## src/rtl/alu_mul_seq.sv

```systemverilog
// Sequential shift-and-add multiplier that borrows the pipeline's shared ALU,
// stalling the pipeline for the 64 ADD/SHIFT cycles it owns the ALU.
`ifndef EXE_ADD
`define EXE_ADD 4'h0
`endif
`ifndef EXE_SUB
`define EXE_SUB 4'h1
`endif
`ifndef EXE_SLL
`define EXE_SLL 4'h5
`endif

module alu_mul_seq #(
    parameter int WIDTH  = 32,
    parameter int LENGTH = 4
) (
    input  logic              clock,
    input  logic              nReset,
    input  logic              start,
    input  logic [WIDTH-1:0]  src_a,
    input  logic [WIDTH-1:0]  src_b,
    input  logic [WIDTH-1:0]  ex_a,
    input  logic [WIDTH-1:0]  ex_b,
    input  logic [LENGTH-1:0] ex_cmd,
    input  logic [WIDTH-1:0]  alu_result,
    output logic [WIDTH-1:0]  alu_a,
    output logic [WIDTH-1:0]  alu_b,
    output logic [LENGTH-1:0] alu_cmd,
    output logic              busy,
    output logic              stall,
    output logic              done,
    output logic [WIDTH-1:0]  product
);

    typedef enum logic [1:0] {IDLE, ADD, SHIFT, DONE} state_t;

    state_t            state;
    state_t            state_next;
    logic [4:0]        cnt;
    logic [WIDTH-1:0]  acc;
    logic [WIDTH-1:0]  mcand;
    logic [WIDTH-1:0]  mplier;

    // Datapath registers; a start is only accepted while the ALU is free.
    always_ff @(posedge clock or negedge nReset) begin
        if (!nReset) begin
            state   <= IDLE;
            cnt     <= '0;
            acc     <= '0;
            mcand   <= '0;
            mplier  <= '0;
            product <= '0;
        end else begin
            state <= state_next;
            case (state)
                IDLE, DONE: begin
                    if (start) begin
                        mcand  <= src_a;
                        mplier <= src_b;
                        acc    <= '0;
                        cnt    <= '0;
                    end
                end
                ADD: begin
                    acc <= alu_result;
                end
                SHIFT: begin
                    mcand  <= alu_result;
                    mplier <= mplier >> 1;
                    if (cnt == 5'd31) begin
                        product <= acc;
                    end else begin
                        cnt <= cnt + 5'd1;
                    end
                end
                default: ;
            endcase
        end
    end

    // Next state plus ALU steering; ex_* passes through whenever the ALU is free.
    always_comb begin
        state_next = state;
        alu_a      = ex_a;
        alu_b      = ex_b;
        alu_cmd    = ex_cmd;
        busy       = 1'b0;
        done       = 1'b0;
        case (state)
            IDLE: begin
                if (start) state_next = ADD;
            end
            ADD: begin
                busy       = 1'b1;
                alu_cmd    = LENGTH'(`EXE_ADD);
                alu_a      = acc;
                alu_b      = mplier[0] ? mcand : '0;
                state_next = SHIFT;
            end
            SHIFT: begin
                busy       = 1'b1;
                alu_cmd    = LENGTH'(`EXE_SLL);
                alu_a      = mcand;
                alu_b      = WIDTH'(1);
                state_next = (cnt == 5'd31) ? DONE : ADD;
            end
            DONE: begin
                done       = 1'b1;
                state_next = start ? ADD : IDLE;
            end
            default: state_next = IDLE;
        endcase
    end

    assign stall = busy;

endmodule

```

## config.mk

```make
export PLATFORM = sky130hd
export DESIGN_NAME = alu_mul_seq
export DESIGN_NICKNAME = d
export VERILOG_FILES = /design/src/rtl/alu_mul_seq.sv
export SDC_FILE = /design/constraint.sdc
export NUM_CORES = 1
export LEC_CHECK = 0
export CORE_MARGIN = 4
export CORE_UTILIZATION = 48
export DETAILED_ROUTE_END_ITERATION = 12
export GPL_ROUTABILITY_DRIVEN = 0
export PLACE_DENSITY = 0.87
export SETUP_SLACK_MARGIN = 0.15
export SLEW_MARGIN = 10
export SYNTH_ARGS = -nofsm -noshare
export SYNTH_HDL_FRONTEND = slang
export SYNTH_SLANG_ARGS = --single-unit
```

## constraint.sdc

```tcl
create_clock -name clock -period 5.7 [get_ports clock]
set_clock_uncertainty 0.1 [all_clocks]
set_input_delay 0.57 -clock clock [delete_from_list [all_inputs] [get_ports clock]]
set_output_delay 0.57 -clock clock [all_outputs]
set_load 0.03 [all_outputs]
```

==> impl_metrics.tcl, run 1 <==
set metrics [dict create \
    worstReg2RegEnd "cnt[4]" \
    synth_nets 939 \
    io_buffers 269 \
    holdCritPathClass "in -> async" \
    numCtsBuffers 17 \
    clock-root-buffer "clkbuf_16" \
    total_power_uw 6660 \
    areaGrowthSynthToFinish_pct 47.5 \
    grt_setup_unrepaired "false" \
    cp_max_fo 55 \
    rows 43 \
    drc_errors 0 \
    finalMaxSlewViolations 0 \
    cp_top_family "buffers and inverters" \
    layout_common_cells "clkdlybuf4s50_1, nand2_1, dfrtp_1, o21ai_0, mux2i_1" \
    synth.yosys.seq_area_share 0.484 \
    io-pin-count 270 \
    vias_per_cell 5.37 \
    critPathBufInv 3 \
    synth_area_mm2 0.00698 \
    drtIter0Drc 439 \
    postCtsResizedCells 0 \
    wl_mm 21.4 \
    final_common_cell "clkdlybuf4s50_1" \
    synth_cells 764 \
    grt_usage 0.255 \
    postSynthAreaPerCell_um2 9.14 \
    finalSetupViolations 0 \
    cts_sinks 135 \
    met3_length_mm 1.49 \
    worst_pin_slew_ns 1.13 \
    dp_hpwl_mm 15.0 \
    period_share 0.745 \
    ys_warn_count 0 \
    die_w_um 129 \
    reg2reg_depth 7 \
    grt_pass1_vias 6531 \
    cts_hold_buf 0 \
    multi_input_area_mm2 0.00318 \
    nets 1176 \
    max_stage_delay_ns 0.72 \
    ff_latch_area_mm2 0.00338 \
    arrival_ns 3.57 \
    cts_tree "yes" \
    antenna_found_initial 0 \
    ys_seq_elements 135 \
    cap_violations 0 \
    cp.required_ns 5.03 \
    clk-insertion-delay-late_ns 0.41 \
    reg2reg_slack_ns 1.95 \
    dr.pass1.iters 7 \
    top_layer "met4" \
    clk_pin_slew_ns 0.06 \
    cp.depth 7 \
    dieArea_mm2 0.0165 \
    path_cells "inv_1, ha_4, and3_1, buf_4, nand2_1, o21ai_0, clkdlybuf4s50_1" \
    fin_ws_ns 1.46 \
    grt_max_degree 77 \
    status "finished, final reports clean" \
    yosysUniqueCellTypes 34 \
    n_fill_cell 1039 \
    cts_setup_buffers 0 \
    cp_slowest_cell "clkdlybuf4s50_1" \
    rr_startpoint "state[0]" \
    grt_pass1_wl_mm 33.2 \
    n_antenna_cell 0 \
    die_h_um 129 \
    start_util 0.497 \
    start_kind "flop" \
    fin_setup_tns_ns 0 \
    fin_crit_ns 4.24 \
    fin_area_mm2 0.0103 \
    placed_area_mm2 0.00969 \
    end_kind "output pin" \
    fmaxAchievable_mhz 236 \
    slew-limit-headroom 0.227 \
    grt_overflow 0 \
    holdWs_ns 0.0727 \
    vdd_ir_drop_max_uv 461 \
    cellPowerDensity_mw_per_mm2 647 \
    dp_slack_ns 1.91 \
    p_leak_uw 0.00445 \
    hold_viol 0 \
    htree_num_levels 4 \
    drive_above_1_share 0.0780 \
    wl_per_cell_um 18.0 \
    wl_met1_mm 8.62 \
    via_count 6401 \
    met2WireLength_mm 10.8 \
    antenna_left 0 \
    core_mm2 0.0140 \
    clockBufferDepth 2 \
    critPathKind "reg -> out" \
]
-- cells by family (layout without fill, tap and decap cells) --
group	after synthesis	in the layout	synth area share
mux	98	98	0.150
buf+inv	97	346	0.0642
flops	135	135	0.484
fa+ha+maj	8	8	0.0143
compound gates	208	208	0.163
simple gates	218	218	0.125
-- Yosys cell counts (all sizes together) --
cell | instances | area share
mux2 | 32 | 0.052
o21ai | 135 | 0.097
a22oi | 32 | 0.034
nand2 | 165 | 0.089
nor3b | 1 | 0.0011
ha | 8 | 0.014
nand3b | 1 | 0.0011
or2 | 2 | 0.0018
and3 | 2 | 0.0018
a21oi | 36 | 0.026
inv | 37 | 0.020
o22a | 1 | 0.0013
mux2i | 66 | 0.098
clkbuf | 20 | 0.011
and2 | 1 | 0.00090
nand2b | 3 | 0.0027
nand3 | 1 | 0.00072
and4 | 1 | 0.0013
o211ai | 1 | 0.0011
nor4 | 2 | 0.0018
nand4b | 1 | 0.0013
nor2 | 34 | 0.018
a31oi | 1 | 0.00090
a2bb2oi | 2 | 0.0025
dfrtp | 135 | 0.48
nor3 | 1 | 0.00072
buf | 40 | 0.033
nor2b | 3 | 0.0027
-- layer usage --
layer | GRT usage | up-vias
li1 | - | 3069
met1 | 0.314 | 3052
met2 | 0.432 | 244
met3 | 0.0639 | 36
met4 | 0.102 | 0
met5 | 0 | -
-- cell type report --
type,instances,share of cell area
flip-flops and latches,135,0.328
clock buffers,17,0.0413
clock inverters,14,0.0179
repair buffers,278,0.268
well taps,180,0.0219
inverters,37,0.0135
multi-input cells,532,0.309
-- per-stage QoR --
stage	instances	util
final	1193	0.733
after detailed placement	1162	0.690
after global routing	1193	0.733
after CTS	1193	0.733
after global placement	1162	0.690
after floorplan	764	-
-- sequential cells by signal, summed over array words and instances, names as in the netlist --
register,flops
acc,32
state,2
cnt,5
product,32
mplier,32
mcand,32
-- power by group --
group | switching (µW) | internal, µW
logic | 2440 | 1490
registers | 279 | 1320
clock network | 407 | 725
total | 3120 | 3530
-- how the worst max path moves through the flow --
stage	end	from	slack, ns
finish	alu_b[18]	state[0]	1.46
global route	alu_b[4]	state[0]	1.25
CTS	alu_b[18]	state[0]	1.45
detailed placement	alu_b[18]	state[0]	1.91
global placement	alu_b[5]	state[0]	2.05
floorplan	alu_a[10]	state[0]	2.80
No activity file was read; power rests on OpenSTA's default activity.
==> run 2: changes to the inputs <==
- CORE_UTILIZATION: 48 -> 44
- PLACE_DENSITY: 0.87 -> 0.8
- clock period: 5.7 -> 4 ns (I/O delays scaled with it)
==> impl_metrics.tcl, run 2 (same netlist as run 1, synthesis figures left out) <==
set metrics [dict create \
    dp_cells 1198 \
    reg2reg_slack_ns 1.12 \
    postCtsResizedCells 0 \
    reg2reg_depth 6 \
    grt_usage 0.235 \
    start_util 0.454 \
    hold_viol 0 \
    met3_usage 0.0739 \
    fin_setup_tns_ns 0 \
    layout.cells.non_filler 1230 \
    holdCritPathClass "reg -> reg" \
    grt_setup_unrepaired "false" \
    critPathKind "reg -> out" \
    finalMaxSlewViolations 0 \
    arrival_ns 2.96 \
    core_mm2 0.0154 \
    io-pin-count 270 \
    vdd_ir_drop_max_uv 706 \
    cts_tree "yes" \
    worstReg2RegEnd "mcand[10]" \
    cts_setup_buffers 0 \
    grt_overflow 0 \
    finalSetupViolations 0 \
    drc_errors 0 \
    multi_input_area_mm2 0.00318 \
    grtUsageMet2 0.402 \
    critPathBufInv 3 \
    start_kind "flop" \
    min-delay-start "mplier[0]" \
    fin_crit_ns 3.46 \
    busiest_layer "met2" \
    cellPowerDensity_mw_per_mm2 895 \
    cp.required_ns 3.50 \
    grt_max_degree 111 \
    wl_per_cell_um 17.2 \
    clk-insertion-delay-late_ns 0.41 \
    placed_area_mm2 0.00983 \
    grt_pass1_vias 6436 \
    fmaxAchievable_mhz 289 \
    cp_slowest_cell "clkdlybuf4s50_1" \
    wl_mm 21.1 \
    rr_startpoint "state[0]" \
    rows 45 \
    grt_pass1_wl_mm 33.4 \
    antenna_found_initial 0 \
    layout_common_cells "clkdlybuf4s50_1, nand2_1, dfrtp_1, o21ai_0, mux2i_1" \
    dr.pass1.iters 5 \
    cp_max_fo 34 \
    slew-limit-headroom 0.367 \
    end_kind "output pin" \
    dp_hpwl_mm 15.4 \
    status "finished, final reports clean" \
    cts_hold_buf 1 \
    die_h_um 134 \
    numCtsBuffers 17 \
    final_common_cell "clkdlybuf4s50_1" \
    via_count 6323 \
    clock-root-buffer "clkbuf_16" \
    cts_sinks 135 \
    clk_pin_slew_ns 0.05 \
    period_share 0.864 \
    whs_endpoint "mplier[0]" \
    n_fill_cell 1212 \
    path_cells "inv_1, ha_4, buf_4, a22oi_1, a21oi_1, clkdlybuf4s50_1" \
    n_antenna_cell 0 \
    worstSetupStartpoint "state[0]" \
    p_leak_uw 0.00445 \
    fin_area_mm2 0.0103 \
    vias_per_cell 5.14 \
    drtIter0Drc 245 \
    dieArea_mm2 0.0179 \
    cap_violations 0 \
    antenna_left 0 \
    worst_pin_slew_ns 0.947 \
    max_stage_delay_ns 0.70 \
    areaGrowthSynthToFinish_pct 48.3 \
    use_met1 0.277 \
    ff_latch_area_mm2 0.00338 \
    nets 1182 \
    io_buffers 269 \
    clockBufferDepth 2 \
    min_path_cells 2 \
    drive_above_1_share 0.0746 \
    htree_num_levels 4 \
    cp_top_family "buffers and inverters" \
    die_w_um 134 \
]
run 2: cell count changes in the layout (fill, tap and decap cells not counted), sizes merged:
cell,change
clkbuf,+11
bufinv,-4
buf,+5
dlygate4sd3,+1
clkinv,-7
run 2: routing by layer:
layer | vias up | routed length (µm)
met5 | - | 0
met4 | 0 | 485
met3 | 34 | 1690
met2 | 227 | 10500
met1 | 2983 | 8390
li1 | 3079 | -
run 2: tightest hold or removal path: stages (launching register included):
cell	delay (ns)
dfrtp_1	0.33
nand2_1	0.05
o21ai_0	0.06
run 2: per-stage QoR:
stage          hold slack, ns  total power, µW   util  setup slack [ns]
2_1_floorplan         0.00441             5850      -              1.27
3_3_place_gp            0.356             7820  0.639              1.03
3_5_place_dp            0.364             7940  0.639             0.972
4_1_cts                 0.376             9350  0.673             0.509
5_1_grt                 0.399             9890  0.673             0.334
6_report                0.370             9270  0.673             0.542
run 2: how the worst max path moves through the flow:
stage / to / slack [ns] / cells past startpoint
2_1_floorplan: alu_a[10] / 1.27 / 7
4_1_cts: alu_a[3] / 0.51 / 6
3_3_place_gp: alu_a[4] / 1.03 / 6
5_1_grt: alu_a[3] / 0.33 / 6
3_5_place_dp: alu_a[3] / 0.97 / 6
6_report: alu_a[3] / 0.54 / 6
run 2: final cells by class:
class                      instances  area share
tap                              211      0.0255
clock inverter                     3     0.00169
inverter                          37      0.0134
sequential                       135       0.326
multi-input combinational        532       0.308
clock buffer                      28      0.0480
timing repair buffer             284       0.277
run 2: power by group:
part	leakage, µW	internal (µW)	total (µW)	switching, µW
sequential	0.00176	1880	2270	389
combinational	0.00244	2210	5620	3410
clock	0.000248	836	1380	541
==> run 3: changes to the inputs <==
- CORE_UTILIZATION: 44 -> 40
- PLACE_DENSITY: 0.8 -> 0.77
- REMOVE_ABC_BUFFERS: default -> 1
- clock period: 4 -> 2.78 ns (I/O delays scaled with it)
==> impl_metrics.tcl, run 3 (same netlist as run 1, synthesis figures left out) <==
set metrics [dict create \
    status "finished, final reports clean" \
    wl_met1_mm 8.97 \
    top_layer "met4" \
    cts_tree "yes" \
    postLayoutCoreUtil 0.616 \
    io-pin-count 270 \
    areaGrowthSynthToFinish_pct 51.5 \
    htree_num_levels 4 \
    final_common_cell "clkdlybuf4s50_1" \
    grt_usage 0.210 \
    nets 1202 \
    clockBufferDepth 2 \
    met2WireLength_mm 10.2 \
    grt_max_degree 71 \
    cap_violations 0 \
    fin_ws_ns 0.218 \
    cts_sinks 135 \
    holdCritPathClass "in -> async" \
    antenna_left 0 \
    cellPowerDensity_mw_per_mm2 1330 \
    fmaxAchievable_mhz 390 \
    reg2reg_slack_ns 0.43 \
    finalSetupViolations 0 \
    grt_setup_unrepaired "true" \
    fin_area_mm2 0.0106 \
    dp_hpwl_mm 14.9 \
    power_frac_seq 0.231 \
    finalMaxSlewViolations 0 \
    io_buffers 269 \
    numCtsBuffers 17 \
    layout_common_cells "clkdlybuf4s50_1, nand2_1, dfrtp_1, o21ai_0, buf_4" \
    drive_above_1_share 0.164 \
    end_kind "output pin" \
    wl_per_cell_um 16.7 \
    switching_share 0.461 \
    slew-limit-headroom 0.684 \
    via_count 6406 \
    cp_max_fo 26 \
    total_power_uw 14100 \
    grt_pass1_wl_mm 33.0 \
    fin_crit_ns 2.56 \
    start_util 0.406 \
    fin_setup_tns_ns 0 \
    placed_area_mm2 0.00975 \
    antenna_found_initial 0 \
    die_h_um 140 \
    clk-insertion-delay-late_ns 0.42 \
    grt_pass1_vias 6406 \
    arrival_ns 2.18 \
    clock-root-buffer "clkbuf_16" \
    grt_overflow 0 \
    wl_mm 21.1 \
    vias_per_cell 5.06 \
    met3_length_mm 1.39 \
    p_leak_uw 0.00474 \
    intPower_uw 7600 \
    n_antenna_cell 0 \
    cp.required_ns 2.40 \
    period_share 0.922 \
    clk_pin_slew_ns 0.06 \
    critPathKind "reg -> out" \
    dieArea_mm2 0.0196 \
    hold_viol 0 \
    worst_pin_slew_ns 0.474 \
    start_kind "flop" \
    p_clk_frac 0.181 \
    drtIter0Drc 302 \
    die_w_um 140 \
    rows 48 \
    core_mm2 0.0172 \
    drc_errors 0 \
    dr.pass1.iters 4 \
    dp_slack_ns 0.323 \
    net-switching-power_uw 6500 \
    pwr-share-comb 0.588 \
    vdd_ir_drop_max_uv 732 \
]
run 3: cell types whose count changed in the layout (fill, tap and decap cells not counted), sizes merged:
cell	delta
clkbuf	-7
dlygate4sd2	+1
bufinv	+6
buf	+85
dlymetal6s2s	+1
clkdlybuf4s50	-68
clkinv	+3
run 3: power by group through the flow:
| stage | registers (µW) | clock network (µW) | logic [µW] |
|---|---|---|---|
| floorplan | 3050 | 0 | 4150 |
| global placement | 3250 | 0 | 7780 |
| detailed placement | 3280 | 0 | 7910 |
| CTS | 3250 | 2590 | 8050 |
| global route | 3340 | 2690 | 8970 |
| finish | 3250 | 2550 | 8290 |
run 3: area by class of cell:
cell class / count / area [µm²]
fillers: 1494 / 6600
flip-flops and latches: 135 / 3380
multi-input cells: 532 / 3180
repair buffers: 304 / 2920
clock buffers: 20 / 447
well taps: 225 / 282
clock inverters: 12 / 224
inverters: 37 / 139
run 3: per-layer routing:
| layer | global-route usage | vias to the layer above |
|---|---|---|
| met5 | 0 | - |
| met4 | 0.0750 | 0 |
| li1 | - | 3128 |
| met3 | 0.0574 | 32 |
| met2 | 0.352 | 207 |
| met1 | 0.261 | 3039 |
run 3: path summary, 6_finish.rpt:
check | from | end | cells past startpoint
max in group asynchronous | nReset | state[1] | 3
hold reg to reg | mplier[14] | mplier[14] | 2
setup reg to reg | state[0] | acc[16] | 7
min in group clock | alu_result[25] | acc[25] | 3
setup / recovery | state[1] | alu_a[0] | 6
hold / removal | nReset | product[6] | 2
run 3: critical path: stages, from the launching register on:
cell and delay (ns):
dfrtp_2 0.44, inv_1 0.20, ha_2 0.26, buf_6 0.23, a22oi_1 0.11, a21oi_1 0.28, buf_4 0.22
run 3: per-stage QoR:
stage	std cells	hold slack (ns)
final	1265	0.271
after detailed placement	1222	0.145
after CTS	1259	0.280
after global routing	1265	0.308
after global placement	1222	0.144
after floorplan	704	-0.118
run 3: repair_timing:
action / CTS / global route
gates resized for setup: 4 / 6
hold buffers: 1 / 0
buffers inserted: 4 / 5
endpoints found under the hold margin: 47 / 0
pin swaps: 2 / 1
gates cloned: 0 / 1
setup endpoints to repair: 61 / 50
